**config.mk**
```make
export PLATFORM = sky130hd
export DESIGN_NAME = ms_timer_scheduler
export DESIGN_NICKNAME = d
export VERILOG_FILES = /design/src/rtl/ms_sched_pkg.sv /design/src/rtl/ms_tick_gen.sv /design/src/rtl/ms_timer_scheduler.sv
export SDC_FILE = /design/constraint.sdc
export NUM_CORES = 1
export LEC_CHECK = 0
export BUFFER_PORTS_ARGS = -buffer_cell sky130_fd_sc_hd__buf_4
export CAP_MARGIN = 20
export CORE_MARGIN = 2
export CORE_UTILIZATION = 57
export DETAILED_ROUTE_END_ITERATION = 10
export GPL_ROUTABILITY_DRIVEN = 0
export PLACE_DENSITY = 0.86
export SLEW_MARGIN = 20
export SYNTH_ARGS = -nofsm -noshare
export SYNTH_HDL_FRONTEND = slang
export SYNTH_SLANG_ARGS = --single-unit
```
**constraint.sdc**
```tcl
create_clock -name clk_i -period 2.2 [get_ports clk_i]
set_input_delay 0.11 -clock clk_i [delete_from_list [all_inputs] [get_ports clk_i]]
set_output_delay 0.11 -clock clk_i [all_outputs]
set_load 0.005 [all_outputs]
```
**src/rtl/ms_sched_pkg.sv**
```systemverilog
// Shared types for the millisecond timer scheduler: command opcodes and
// per-channel run states.
package ms_sched_pkg;

  typedef enum logic [1:0] {
    OP_NOP          = 2'b00,
    OP_ARM_ONESHOT  = 2'b01,
    OP_ARM_PERIODIC = 2'b10,
    OP_CANCEL       = 2'b11
  } cmd_op_t;

  typedef enum logic [1:0] {
    CH_IDLE         = 2'b00,
    CH_RUN_ONESHOT  = 2'b01,
    CH_RUN_PERIODIC = 2'b10
  } ch_state_t;

  function automatic logic is_arm_op(input cmd_op_t op);
    return (op == OP_ARM_ONESHOT) || (op == OP_ARM_PERIODIC);
  endfunction

endpackage

```
**src/rtl/ms_tick_gen.sv**
```systemverilog
// Free-running prescaler producing a one-cycle strobe every CLK_DIV clocks,
// high while the count sits at CLK_DIV-1.
module ms_tick_gen #(
  parameter int CLK_DIV = 100000
) (
  input  logic clk_i,
  input  logic resetn,
  output logic tick_o
);

  localparam int CW = $clog2(CLK_DIV);
  localparam logic [CW-1:0] CNT_LAST = CW'(CLK_DIV - 1);

  logic [CW-1:0] cnt_r;
  logic [CW-1:0] cnt_nxt_s;
  logic          tick_r;

  // Next prescaler value with wrap at CLK_DIV-1.
  always_comb begin
    cnt_nxt_s = cnt_r;
    if (cnt_r == CNT_LAST) begin
      cnt_nxt_s = {CW{1'b0}};
    end else begin
      cnt_nxt_s = cnt_r + CW'(1'b1);
    end
  end

  // Strobe is registered from the next count so it tracks cnt_r == CNT_LAST.
  always_ff @(posedge clk_i or negedge resetn) begin
    if (!resetn) begin
      cnt_r  <= {CW{1'b0}};
      tick_r <= 1'b0;
    end else begin
      cnt_r  <= cnt_nxt_s;
      tick_r <= (cnt_nxt_s == CNT_LAST);
    end
  end

  assign tick_o = tick_r;

endmodule

```
**src/rtl/ms_timer_scheduler.sv**
```systemverilog
// N_CH countdown channels sharing one millisecond tick; one-shot or periodic
// expiry pulses, with commands taking priority over a coincident tick.
module ms_timer_scheduler
  import ms_sched_pkg::*;
#(
  parameter int CLK_DIV = 100000,
  parameter int N_CH    = 4,
  parameter int CNT_W   = 16,
  parameter int CH_W    = (N_CH > 1) ? $clog2(N_CH) : 1
) (
  input  logic             clk_i,
  input  logic             resetn,
  input  logic             cmd_valid_i,
  input  logic [1:0]       cmd_op_i,
  input  logic [CH_W-1:0]  cmd_ch_i,
  input  logic [CNT_W-1:0] cmd_val_i,
  output logic             tick_o,
  output logic [N_CH-1:0]  expire_o,
  output logic [N_CH-1:0]  active_o,
  output logic             err_o
);

  localparam logic [CH_W:0]    N_CH_L  = N_CH[CH_W:0];
  localparam logic [CNT_W-1:0] CNT_ONE = {{(CNT_W-1){1'b0}}, 1'b1};

  logic    tick_s;
  cmd_op_t op_s;
  logic    arm_s;
  logic    ch_ok_s;
  logic    go_s;
  logic    rej_s;
  logic    err_r;

  ms_tick_gen #(
    .CLK_DIV(CLK_DIV)
  ) u_tick_gen (
    .clk_i (clk_i),
    .resetn(resetn),
    .tick_o(tick_s)
  );

  assign tick_o = tick_s;

  // Command decode: accepted commands go to one channel, rejects only raise err.
  always_comb begin
    op_s    = cmd_op_t'(cmd_op_i);
    arm_s   = is_arm_op(op_s);
    ch_ok_s = ({1'b0, cmd_ch_i} < N_CH_L);
    go_s    = 1'b0;
    rej_s   = 1'b0;
    if (cmd_valid_i && (op_s != OP_NOP)) begin
      if (!ch_ok_s || (arm_s && (cmd_val_i == {CNT_W{1'b0}}))) begin
        rej_s = 1'b1;
      end else begin
        go_s = 1'b1;
      end
    end else begin
      go_s  = 1'b0;
      rej_s = 1'b0;
    end
  end

  // Error pulse for the cycle after a rejected command.
  always_ff @(posedge clk_i or negedge resetn) begin
    if (!resetn) begin
      err_r <= 1'b0;
    end else begin
      err_r <= rej_s;
    end
  end

  assign err_o = err_r;

  for (genvar i = 0; i < N_CH; i++) begin : g_ch
    ch_state_t        state_r;
    ch_state_t        state_nxt_s;
    logic [CNT_W-1:0] rem_r;
    logic [CNT_W-1:0] rem_nxt_s;
    logic [CNT_W-1:0] rel_r;
    logic [CNT_W-1:0] rel_nxt_s;
    logic             exp_r;
    logic             exp_nxt_s;
    logic             hit_s;

    assign hit_s = go_s && (cmd_ch_i == CH_W'(i));

    // Channel next state: an addressed command overrides the tick on this channel.
    always_comb begin
      state_nxt_s = state_r;
      rem_nxt_s   = rem_r;
      rel_nxt_s   = rel_r;
      exp_nxt_s   = 1'b0;
      if (hit_s) begin
        case (op_s)
          OP_ARM_ONESHOT: begin
            state_nxt_s = CH_RUN_ONESHOT;
            rem_nxt_s   = cmd_val_i;
            rel_nxt_s   = cmd_val_i;
          end
          OP_ARM_PERIODIC: begin
            state_nxt_s = CH_RUN_PERIODIC;
            rem_nxt_s   = cmd_val_i;
            rel_nxt_s   = cmd_val_i;
          end
          OP_CANCEL: begin
            state_nxt_s = CH_IDLE;
            rem_nxt_s   = {CNT_W{1'b0}};
          end
          default: begin
            state_nxt_s = state_r;
          end
        endcase
      end else if (tick_s && (state_r != CH_IDLE)) begin
        if (rem_r == CNT_ONE) begin
          exp_nxt_s = 1'b1;
          if (state_r == CH_RUN_PERIODIC) begin
            rem_nxt_s = rel_r;
          end else begin
            state_nxt_s = CH_IDLE;
            rem_nxt_s   = {CNT_W{1'b0}};
          end
        end else begin
          rem_nxt_s = rem_r - CNT_ONE;
        end
      end else begin
        exp_nxt_s = 1'b0;
      end
    end

    // Channel registers, including the registered expiry pulse.
    always_ff @(posedge clk_i or negedge resetn) begin
      if (!resetn) begin
        state_r <= CH_IDLE;
        rem_r   <= {CNT_W{1'b0}};
        rel_r   <= {CNT_W{1'b0}};
        exp_r   <= 1'b0;
      end else begin
        state_r <= state_nxt_s;
        rem_r   <= rem_nxt_s;
        rel_r   <= rel_nxt_s;
        exp_r   <= exp_nxt_s;
      end
    end

    assign expire_o[i] = exp_r;
    assign active_o[i] = (state_r != CH_IDLE);
  end

endmodule

```
-- After elaboration in Yosys (flattened, before gate mapping)
Index checks and enable logic that the tools add are counted.
- register bits after elaboration: 159
- input port bits: 23
- logic and storage cells: 142
- add/sub/neg operators: 5
- equality and inequality tests: 28
- muxes and demuxes: 51
- reduce and logical (&&, ||, !) cells: 39
- operators by type and width (cell ; count):
    $mux W16 ; 16
    $eq A16 B1 Y1 const B ; 4
    $sub A16 B1 Y16 const B ; 4
    $eq A17 B17 Y1 const B ; 2
    $mux W2 ; 16
    $pmux W16 S2 ; 1
    $reduce_bool A2 Y1 ; 13
    $add A17 B1 Y17 const B ; 1
    $mux W17 ; 1
    $eq A2 B2 Y1 const B ; 8
    $logic_not A16 Y1 ; 1
    $mux W1 ; 16
    $ne A4 B1 Y1 const B ; 4
    $reduce_and A2 Y1 ; 8
    $reduce_and A4 Y1 ; 4
    $ne A3 B2 Y1 const B ; 4
    $logic_and A1 B1 Y1 ; 10
    $ne A2 B2 Y1 const B ; 4
    $pmux W2 S3 ; 1
    $eq A2 B1 Y1 const B ; 2
    $logic_not A2 Y1 ; 1
    $reduce_or A2 Y1 ; 1
    $logic_or A1 B1 Y1 ; 1

-- Depth between registers and ports, before layout
Gate-level depths: netlist of the first run.
- depth in word-level cells: 8
- mapped depth: 11
- gate-level depth less buffers: 8

-- Cells and area by module
Synthesis of the first run repeated with hierarchy kept, for this count alone.
- cell total of the unflattened synthesis: 997
- area total of the unflattened synthesis: 9248.9 sq um
- by module, submodules not included (module ; instances ; cells each ; area an instance (sq um) ; sequential area each (sq um)):
    ms_timer_scheduler ; 1 ; 901 ; 8246.7 ; 3528.4
    ms_tick_gen ; 1 ; 96 ; 1002.2 ; 450.4

-- Worst setup path before layout of the first run
No wires, ideal clock.
- kind: reg2reg
- from: register g_ch[0].rem_r[6]
- to: register g_ch[0].rem_r[14]
- library setup time: 126 ps
- data arrival time: 2276 ps
- slack: -202 ps
- cell stages (with the launch flop): 8
- path buffers: 1
- period minus slack after synthesis: 2402 ps
- cells stage by stage: dfrtp_1 -> or4_1 -> or4_1 -> buf_2 -> or2_1 -> o31ai_2 -> o21ai_1 -> a221o_1
- word-level cells in the longest chain between the ends: 4
- elaborated cells on any way between the ends: 5
- RTL lines (element ; line ; RTL):
    from (decl) ; ms_timer_scheduler.sv:77 ; logic [CNT_W-1:0] rem_r;
    from (signal assigned) ; ms_timer_scheduler.sv:134 ; rem_r <= {CNT_W{1'b0}};
    from (signal assigned) ; ms_timer_scheduler.sv:139 ; rem_r <= rem_nxt_s;
    $sub A16 B1 Y16 or $eq A16 B1 Y1 (tied branches) ; ms_timer_scheduler.sv:123, ms_timer_scheduler.sv:114 ;
    $mux W16 (*) ; ms_timer_scheduler.sv:114 ; if (rem_r == CNT_ONE) begin
    $mux W16 (*) ; ms_timer_scheduler.sv:113 ; end else if (tick_s && (state_r != CH_IDLE)) begin
    $mux W16 (*) ; ms_timer_scheduler.sv:93 ; if (hit_s) begin
Mark *: on every way between the ends. The rest lies on a longest branch, timed or not. The select of a mux whose other input is x is not followed.
A chain may end at the register's enable or synchronous reset.

-- Final worst setup path of the first run
- from: register g_ch[0].rem_r[10]
- to: register g_ch[0].rem_r[14]
Same word-level chain as after synthesis.

==> results of run 1 <==
-- through the flow --
| stage | setup TNS (ns) | hold WS [ns] | setup WS, ns | util (%) | cells |
|---|---|---|---|---|---|
| 2_1_floorplan | -1.44 | -0.186 | -0.202 | - | 1026 |
| 3_3_place_gp | -1.27 | 0.0538 | -0.210 | 67.2 | 1356 |
| 3_5_place_dp | -3.04 | 0.0518 | -0.318 | 67.2 | 1356 |
| 4_1_cts | -2.74 | 0.0297 | -0.228 | 73.3 | 1411 |
| 5_1_grt | -6.02 | 0.0574 | -0.288 | 75.6 | 1424 |
| 6_report | -3.63 | 0.0525 | -0.254 | 75.6 | 1425 |
-- routing by layer --
metal  up-vias  wire length (um)
met3       249              4380
met1      4542             11400
met2       808             14400
met4         0              2710
li1       4046                 -
met5         -                 0
-- cell usage in the layout, fill, tap and decap left out, types with 9 or more instances in the layout --
| cell | n |
|---|---|
| sky130_fd_sc_hd__mux2_2 | 36 |
| sky130_fd_sc_hd__o21ai_0 | 37 |
| sky130_fd_sc_hd__xor2_1 | 29 |
| sky130_fd_sc_hd__clkbuf_16 | 20 |
| sky130_fd_sc_hd__ha_1 | 10 |
| sky130_fd_sc_hd__nor3_1 | 25 |
| sky130_fd_sc_hd__o31ai_1 | 9 |
| sky130_fd_sc_hd__buf_6 | 15 |
| sky130_fd_sc_hd__nand4_1 | 9 |
| sky130_fd_sc_hd__o21ai_1 | 25 |
| sky130_fd_sc_hd__nor2_1 | 82 |
| sky130_fd_sc_hd__nor2b_1 | 17 |
| sky130_fd_sc_hd__nand2_1 | 152 |
| sky130_fd_sc_hd__a21oi_1 | 43 |
| sky130_fd_sc_hd__a311oi_1 | 10 |
| sky130_fd_sc_hd__nor4_1 | 13 |
| sky130_fd_sc_hd__buf_4 | 179 |
| sky130_fd_sc_hd__a31oi_1 | 31 |
| sky130_fd_sc_hd__xnor2_1 | 23 |
| sky130_fd_sc_hd__dfrtp_1 | 159 |
| sky130_fd_sc_hd__and3_1 | 10 |
| sky130_fd_sc_hd__o21ai_2 | 10 |
| sky130_fd_sc_hd__nand3_1 | 37 |
| sky130_fd_sc_hd__or3_1 | 9 |
| sky130_fd_sc_hd__a22o_1 | 15 |
| sky130_fd_sc_hd__inv_1 | 17 |
-- registers in the layout, summed over array words and instances, names as in the netlist --
| signal | count |
|---|---|
| g_ch.state_r | 8 |
| u_tick_gen.cnt_r | 17 |
| g_ch.exp_r | 4 |
| u_tick_gen.tick_o | 1 |
| err_o | 1 |
| g_ch.rem_r | 64 |
| g_ch.rel_r | 64 |
-- repair_timing --
action                                 CTS  global route
gates resized for setup                 30            95
setup endpoints to repair               36            55
hold buffers                             7             0
cloned                                   5             3
endpoints found under the hold margin  155             0
setup buffers                           11            13
pin swaps                               16            44
-- cells by family (layout without fill, tap and decap cells) --
logic type | after synthesis | after routing
AO/OA/AOI/OAI | 248 | 248
XOR/XNOR | 52 | 52
adder cells (fa/ha/maj) | 14 | 14
buffers and inverters | 80 | 262
flip-flops | 159 | 159
multiplexers | 44 | 44
other | 0 | 1
AND/OR/NAND/NOR | 429 | 429
-- layout make-up --
| type | instances | area [um^2] | share of cell area (%) |
|---|---|---|---|
| Multi-Input combinational cell | 787 | 5150 | 43.4 |
| Clock inverter | 11 | 129 | 1.09 |
| Inverter | 19 | 71.3 | 0.601 |
| Tap cell | 216 | 270 | 2.28 |
| Antenna cell | 1 | 2.50 | 0.0211 |
| Clock buffer | 21 | 470 | 3.96 |
| Sequential cell | 159 | 3980 | 33.5 |
| Timing Repair Buffer | 211 | 1800 | 15.1 |
-- critical path, delay by kind of cell, from the launching register on --
kind            cells  cell delay, ns
compound gates      3            0.60
simple gates        3            1.37
flops               1            0.38
-- worst max path at each step --
| stage | cells after the start | startpoint | slack (ns) | end |
|---|---|---|---|---|
| 2_1_floorplan | 7 | g_ch[0].rem_r[6] | -0.20 | g_ch[0].rem_r[14] |
| 3_3_place_gp | 6 | g_ch[0].rem_r[6] | -0.21 | g_ch[0].rem_r[14] |
| 3_5_place_dp | 6 | g_ch[0].rem_r[6] | -0.32 | g_ch[0].rem_r[14] |
| 4_1_cts | 6 | g_ch[0].rem_r[10] | -0.23 | g_ch[0].rem_r[14] |
| 5_1_grt | 8 | g_ch[0].rem_r[10] | -0.29 | g_ch[0].rem_r[6] |
| 6_report | 6 | g_ch[0].rem_r[10] | -0.25 | g_ch[0].rem_r[14] |
-- report_power, final --
group	switching [mW]	internal (mW)	total (mW)
clock network	1.26	1.77	3.03
registers	0.635	3.59	4.22
logic	1.94	1.62	3.56
total	3.84	6.98	10.8
==> summary.json, run 1 <==
{
  "port-buffer-count": 32,
  "actual_slew_at_the_worst_max_slew_pin_ns": 0.773,
  "hpwl_mm": 19.9,
  "setup_viol": 21,
  "wire_length_per_cell_um": 23.1,
  "post_synth_edffs": 0,
  "grt_remaining_overflow": 0,
  "yosys.cell_types.count": 63,
  "synth_simple_gate_area_share_pct": 22.8,
  "synth_top_cells_by_count": "sky130_fd_sc_hd__dfrtp_1 (159), sky130_fd_sc_hd__nand2_1 (152), sky130_fd_sc_hd__nor2_1 (85)",
  "grt_start_max_net_pins": 52,
  "synth_largest_type_area_fraction_pct": 43.8,
  "global_route.usage.met1_pct": 49.2,
  "post_synth.cell_area_avg_um2": 8.86,
  "timing.setup.critical_path_class": "reg2reg",
  "hold_end": "g_ch[1].rel_r[13]",
  "first_pass_drt_iterations": 9,
  "slew_viol_final": 0,
  "netlist_top_cells_area": "sky130_fd_sc_hd__dfrtp_1 (44%), sky130_fd_sc_hd__nand2_1 (6.3%), sky130_fd_sc_hd__mux2_2 (4.6%)",
  "gr-usage-all-layers_pct": 38.4,
  "timing.rr.end": "g_ch[0].rem_r[14]",
  "synth_compound_gate_area_share_pct": 17.5,
  "drive_gt1_share_pct": 29.1,
  "report.power.total_mw": 10.8,
  "grt_pass1_vias": 9026,
  "clock_path_buffers": 2,
  "postLayoutCellArea_um2": 11900,
  "crit_path_start_kind": "flip-flop",
  "flow.area_growth_from_synthesis_pct": 30.7,
  "synth_top_family_by_area": "simple AND/OR/NAND/NOR gates",
  "yosys.area.top_type": "sky130_fd_sc_hd__dfrtp_1",
  "critical_path.reg2reg.startpoint": "g_ch[0].rem_r[10]",
  "use_met2_pct": 58.4,
  "clkSlewWorstSetupHoldPaths_ns": 0.07,
  "crit_chain": "or4_4 > or4_4 > or2_4 > o31ai_4 > o21ai_1 > a221o_1",
  "dpl_cell_area_um2": 10600,
  "postLayoutSetupSlackWorst_ns": -0.254,
  "die_h_um": 130,
  "finalClockSkew_ns": 0.0112,
  "post_synth_fa_ha_maj_area_fraction_pct": 1.93,
  "headroom_to_the_max_slew_limit_pct": 48.4,
  "cts_root_buffer": "sky130_fd_sc_hd__clkbuf_16",
  "max_stage_delay_ns": 0.56,
  "ys_dominant_reg_cell": "sky130_fd_sc_hd__dfrtp_1",
  "finish.net_count": 1232,
  "critical_path_required_ns": 2.53,
  "power_density_nw_per_um2": 911,
  "grtUsageMet3_pct": 11.0,
  "final_antenna_net_count": 0,
  "synthMuxAreaShare_pct": 5.36,
  "most_used_routing_layer": "met2",
  "floorplan.die_area_um2": 17000,
  "postSynthCellCount": 1026,
  "route.vias.total": 9645,
  "hold_start": "cmd_val_i[13]",
  "postSynthRegisterBits": 159,
  "rsz0062_at_grt": "true",
  "r2r.worst_path.cells": 6,
  "io_pins": 33,
  "clock.fmax_mhz": 408,
  "failed_checks": "setup timing",
  "setup.worst_path.end_class": "flip-flop",
  "reg2reg_slack_ns": -0.25,
  "htree_levels": 4,
  "hold_violations": 0,
  "yosysWarningCount": 0,
  "syn_area_um2": 9090,
  "worst_ep_arrival_time_ns": 2.78,
  "detail_route.drc_violations": 0,
  "postSynth.asyncResetShare_pct": 100,
  "hold-path-cell-count": 4,
  "routed_wl_mm": 32.9,
  "initial_utilization_pct": 57.8,
  "holdCritPathClass": "in2reg",
  "worst_ir_drop_on_vdd_v": 0.000750,
  "drtIter0Drc": 1813,
  "fin_crit_sh_pct": 112,
  "max-cap-violations": 0,
  "syn-num-nets": 1063,
  "grt_pass1_wl_mm": 48.9,
  "cts-buffers-inserted": 17,
  "worstSkewPairLatency_ns": 0.45,
  "clock_tree_from_tritoncts": "built",
  "critPathMostFrequentCell": "sky130_fd_sc_hd__or4_4",
  "cellLeakagePower_nw": 5.25,
  "core_area_um2": 15700,
  "area_share_of_xor_xnor_cells_in_the_synthesized_design_pct": 5.01,
  "rows": 46,
  "synthMostInstantiatedCell": "sky130_fd_sc_hd__dfrtp_1",
  "routed_via_density": 6.77,
  "path_max_fanout": 3,
  "timing.critical_path.slowest_stage_cell": "sky130_fd_sc_hd__or4_4",
  "synth-seq-area-share_pct": 43.8,
  "dieWidth_um": 130,
  "filler_cell_count": 936,
  "finalWorstPathRequiredPeriod_ns": 2.45,
  "clock-sinks": 159,
  "grt_antenna_before_repair": 0,
  "status": "finished, violations left"
}
Power figures use the tool's default switching activity.
==> inputs of run 2 (changes only) <==
SETUP_SLACK_MARGIN = 0.02   (was default)
==> run 2 against run 1 <==
  * The flow still finishes with violations (setup timing)
  * Hold slack worse by 0.017 ns
  * Critical endpoint unchanged
  * First-iteration DRC count decreased by 18%
  * Fmax increased by 1.6%
  * Cell count is 0.21% lower
  * Combinational power decreased by 6.5%
  * Clock skew grew 0.0039 ns
  * Sequential share of layout area grew 0.68 points
  * Count of clock-buffer cells in the layout shrank 3
==> summary.json, run 2 (synthesis results as in run 1) <==
{
  "switching_share": {"value": 35.0, "unit": "%", "change": "-0.54 points"},
  "io_pins": {"value": 33, "change": "unchanged"},
  "initial_utilization": {"value": 57.8, "unit": "%", "change": "unchanged"},
  "power_report.internal_total": {"value": 6.93, "unit": "mW", "change": "-0.68%"},
  "comb_power_share": {"value": 31.2, "unit": "%", "change": "-1.7 points"},
  "biggestRegsByFlops": "g_ch.rel_r: 64 flops, g_ch.rem_r: 64 flops, u_tick_gen.cnt_r: 17 flops",
  "routed_wl": {"value": 31.5, "unit": "mm", "change": "-4.3%"},
  "actual_slew_at_the_worst_max_slew_pin": {"value": 0.753, "unit": "ns", "change": "-0.0206 ns"},
  "clock_path_buffers": {"value": 2, "change": "unchanged"},
  "grt_start_max_net_pins": {"value": 52, "change": "unchanged"},
  "final_antenna_net_count": {"value": 0, "change": "unchanged"},
  "max-cap-violations": {"value": 0, "change": "unchanged"},
  "filler_cell_count": {"value": 981, "change": "+4.8%"},
  "clock-sinks": {"value": 159, "change": "unchanged"},
  "timing.critical_path.slowest_stage_cell": "sky130_fd_sc_hd__or4_4",
  "crit_chain": "or4_4 > or4_4 > or2_4 > o31ai_2 > o21ai_1 > a221o_1",
  "die_h": {"value": 130, "unit": "um", "change": "unchanged"},
  "critPathMostFrequentCell": "sky130_fd_sc_hd__or4_4",
  "drtIter0Drc": {"value": 1485, "change": "-18%"},
  "power_density": {"value": 916, "unit": "nW/um^2", "change": "+0.48%"},
  "dieWidth": {"value": 130, "unit": "um", "change": "unchanged"},
  "most-common-layout-cells": "sky130_fd_sc_hd__buf_4 (187), sky130_fd_sc_hd__dfrtp_1 (159), sky130_fd_sc_hd__nand2_1 (151)",
  "global_route.usage.met1": {"value": 47.0, "unit": "%", "change": "-2.1 points"},
  "path_max_fanout": {"value": 3, "change": "unchanged"},
  "routed_via_density": {"value": 6.64, "change": "-1.8%"},
  "hold_start": "cmd_valid_i",
  "route.vias.total": {"value": 9449, "change": "-2.0%"},
  "holdCritPathClass": "in2reg",
  "most_used_routing_layer": "met2",
  "part_of_the_total_power_dissipated_in_the_clock_network": {"value": 29.3, "unit": "%", "change": "+1.3 points"},
  "cts-buffers-inserted": {"value": 17, "change": "unchanged"},
  "crit_family": "simple AND/OR/NAND/NOR gates",
  "worst_ir_drop_on_vdd": {"value": 0.000651, "unit": "V", "change": "-13%"},
  "grtUsageMet3": {"value": 10.2, "unit": "%", "change": "-0.78 points"},
  "mostFrequentLayoutCell": "sky130_fd_sc_hd__buf_4",
  "total_switching_power": {"value": 3.73, "unit": "mW", "change": "-3.0%"},
  "clock.fmax": {"value": 414, "unit": "MHz", "change": "+1.6%"},
  "worst_setup_path_start": "g_ch[0].rem_r[6]",
  "port-buffer-count": {"value": 32, "change": "unchanged"},
  "use_met2": {"value": 56.6, "unit": "%", "change": "-1.8 points"},
  "dp.cells": {"value": 1370, "change": "+1.0%"},
  "pre_cts_slack": {"value": -0.262, "unit": "ns", "change": "+0.0563 ns"},
  "report.power.total": {"value": 10.7, "unit": "mW", "change": "-1.5%"},
  "worstSkewPairLatency": {"value": 0.46, "unit": "ns", "change": "about the same"},
  "failed_checks": "setup timing",
  "flow.area_growth_from_synthesis_pct": 28.1,
  "postLayoutSetupSlackWorst": {"value": -0.215, "unit": "ns", "change": "+0.0389 ns"},
  "hold-worst-slack": {"value": 0.0354, "unit": "ns", "change": "-0.0170 ns"},
  "rows": {"value": 46, "change": "unchanged"},
  "first_pass_drt_iterations": {"value": 7, "change": "-2"},
  "status": "finished, violations left",
  "clock_tree_from_tritoncts": "built",
  "pwr-share-seq": {"value": 39.5, "unit": "%", "change": "+0.5 points"},
  "grt_antenna_before_repair": {"value": 1, "change": "+1"},
  "setup.worst_path.end_class": "flip-flop",
  "setup_viol": {"value": 22, "change": "+4.8%"},
  "grt_remaining_overflow": {"value": 0, "change": "unchanged"},
  "cellLeakagePower": {"value": 5.17, "unit": "nW", "change": "-1.5%"},
  "dpl_cell_area": {"value": 10600, "unit": "um^2", "change": "+0.78%"},
  "hold_violations": {"value": 0, "change": "unchanged"},
  "fin_util": {"value": 74.1, "unit": "%", "change": "-1.5 points"},
  "rsz0062_at_grt": "true",
  "hpwl": {"value": 20.2, "unit": "mm", "change": "+1.2%"},
  "worst_ep_arrival_time": {"value": 2.74, "unit": "ns", "change": "-0.04 ns"},
  "gr-usage-all-layers": {"value": 37.0, "unit": "%", "change": "-1.5 points"},
  "htree_levels": {"value": 4, "change": "unchanged"},
  "drive_gt1_share": {"value": 27.2, "unit": "%", "change": "-1.8 points"},
  "multi_input_comb_area": {"value": 5030, "unit": "um^2", "change": "-2.5%"},
  "clkSlewWorstSetupHoldPaths": {"value": 0.06, "unit": "ns", "change": "about the same"},
  "postLayoutCellArea": {"value": 11600, "unit": "um^2", "change": "-2.0%"},
  "crit_path_start_kind": "flip-flop",
  "path_buf_inv": {"value": 0, "change": "unchanged"},
  "floorplan.die_area": {"value": 17000, "unit": "um^2", "change": "unchanged"},
  "finalWorstPathRequiredPeriod": {"value": 2.41, "unit": "ns", "change": "-0.0389 ns"},
  "finish.net_count": {"value": 1229, "change": "-0.24%"},
  "detail_route.drc_violations": {"value": 0, "change": "unchanged"},
  "wire_length_per_cell": {"value": 22.1, "unit": "um", "change": "-4.1%"},
  "finalClockSkew": {"value": 0.0151, "unit": "ns", "change": "+0.00392 ns"},
  "critical_path.reg2reg.startpoint": "g_ch[0].rem_r[6]",
  "core_area": {"value": 15700, "unit": "um^2", "change": "unchanged"},
  "regArea": {"value": 3980, "unit": "um^2", "change": "unchanged"},
  "finalSetupTns": {"value": -1.78, "unit": "ns", "change": "+1.84 ns"},
  "grt_pass1_vias": {"value": 8868, "change": "-1.8%"},
  "max_stage_delay": {"value": 0.55, "unit": "ns", "change": "about the same"},
  "grt_pass1_wl": {"value": 47.4, "unit": "mm", "change": "-3.2%"},
  "headroom_to_the_max_slew_limit": {"value": 49.6, "unit": "%", "change": "+1.2 points"},
  "timing.setup.critical_path_class": "reg2reg",
  "slew_viol_final": {"value": 0, "change": "unchanged"},
  "fin_crit_sh": {"value": 110, "unit": "%", "change": "-1.8 points"},
  "cts_root_buffer": "sky130_fd_sc_hd__clkbuf_16",
  "final_cells": {"value": 1422, "change": "-0.21%"},
  "critical_path_required": {"value": 2.53, "unit": "ns", "change": "about the same"}
}
[run 2: cell count changes in the layout (fill, tap and decap cells not counted), sizes merged]
cell	previous run	this run
buf	201	204
bufinv	2	3
clkbuf	24	18
clkinvlp	2	3
dlygate4sd3	7	4
inv	22	23
[run 2: final cells by class]
| class | count | area share, % |
|---|---|---|
| repair buffers | 208 | 14.4 |
| clock inverters | 14 | 1.56 |
| well taps | 216 | 2.32 |
| inverters | 19 | 0.613 |
| diodes | 1 | 0.0215 |
| clock buffers | 18 | 3.69 |
| flip-flops and latches | 159 | 34.2 |
| multi-input cells | 787 | 43.2 |
[run 2: power groups by stage]
| stage | combinational [mW] | sequential (mW) | clock (mW) |
|---|---|---|---|
| finish | 3.33 | 4.21 | 3.12 |
| global route | 3.59 | 4.27 | 3.23 |
| CTS | 3.12 | 4.15 | 3.10 |
| detailed placement | 2.99 | 4.16 | 0 |
| global placement | 2.87 | 4.13 | 0 |
| floorplan | 1.83 | 4.08 | 0 |
[run 2: repair_timing]
item                                   4_1_cts  5_1_grt
endpoints found under the hold margin       55        0
pin swaps                                    9       29
buffers inserted                             6        7
resized for setup                           28       50
hold buffers                                 4        0
setup endpoints to repair                   35       73
gates cloned                                 3        0
[run 2: final timing paths]
path / end / slack [ns] / cells past startpoint
setup / recovery: g_ch[0].rem_r[14] / -0.21 / 6
hold / removal: err_o / 0.04 / 2
setup reg to reg: g_ch[0].rem_r[14] / -0.21 / 6
hold reg to reg: g_ch[1].rel_r[11] / 0.48 / 2
max in group asynchronous: g_ch[1].rel_r[6] / 1.31 / 3
min in group asynchronous: g_ch[0].rel_r[12] / 0.18 / 2
[run 2: layer usage]
| layer | up-vias | part of all wire (%) |
|---|---|---|
| met1 | 4492 | 36 |
| met3 | 196 | 12 |
| met5 | - | 0 |
| met2 | 717 | 45 |
| li1 | 4044 | - |
| met4 | 0 | 7.3 |
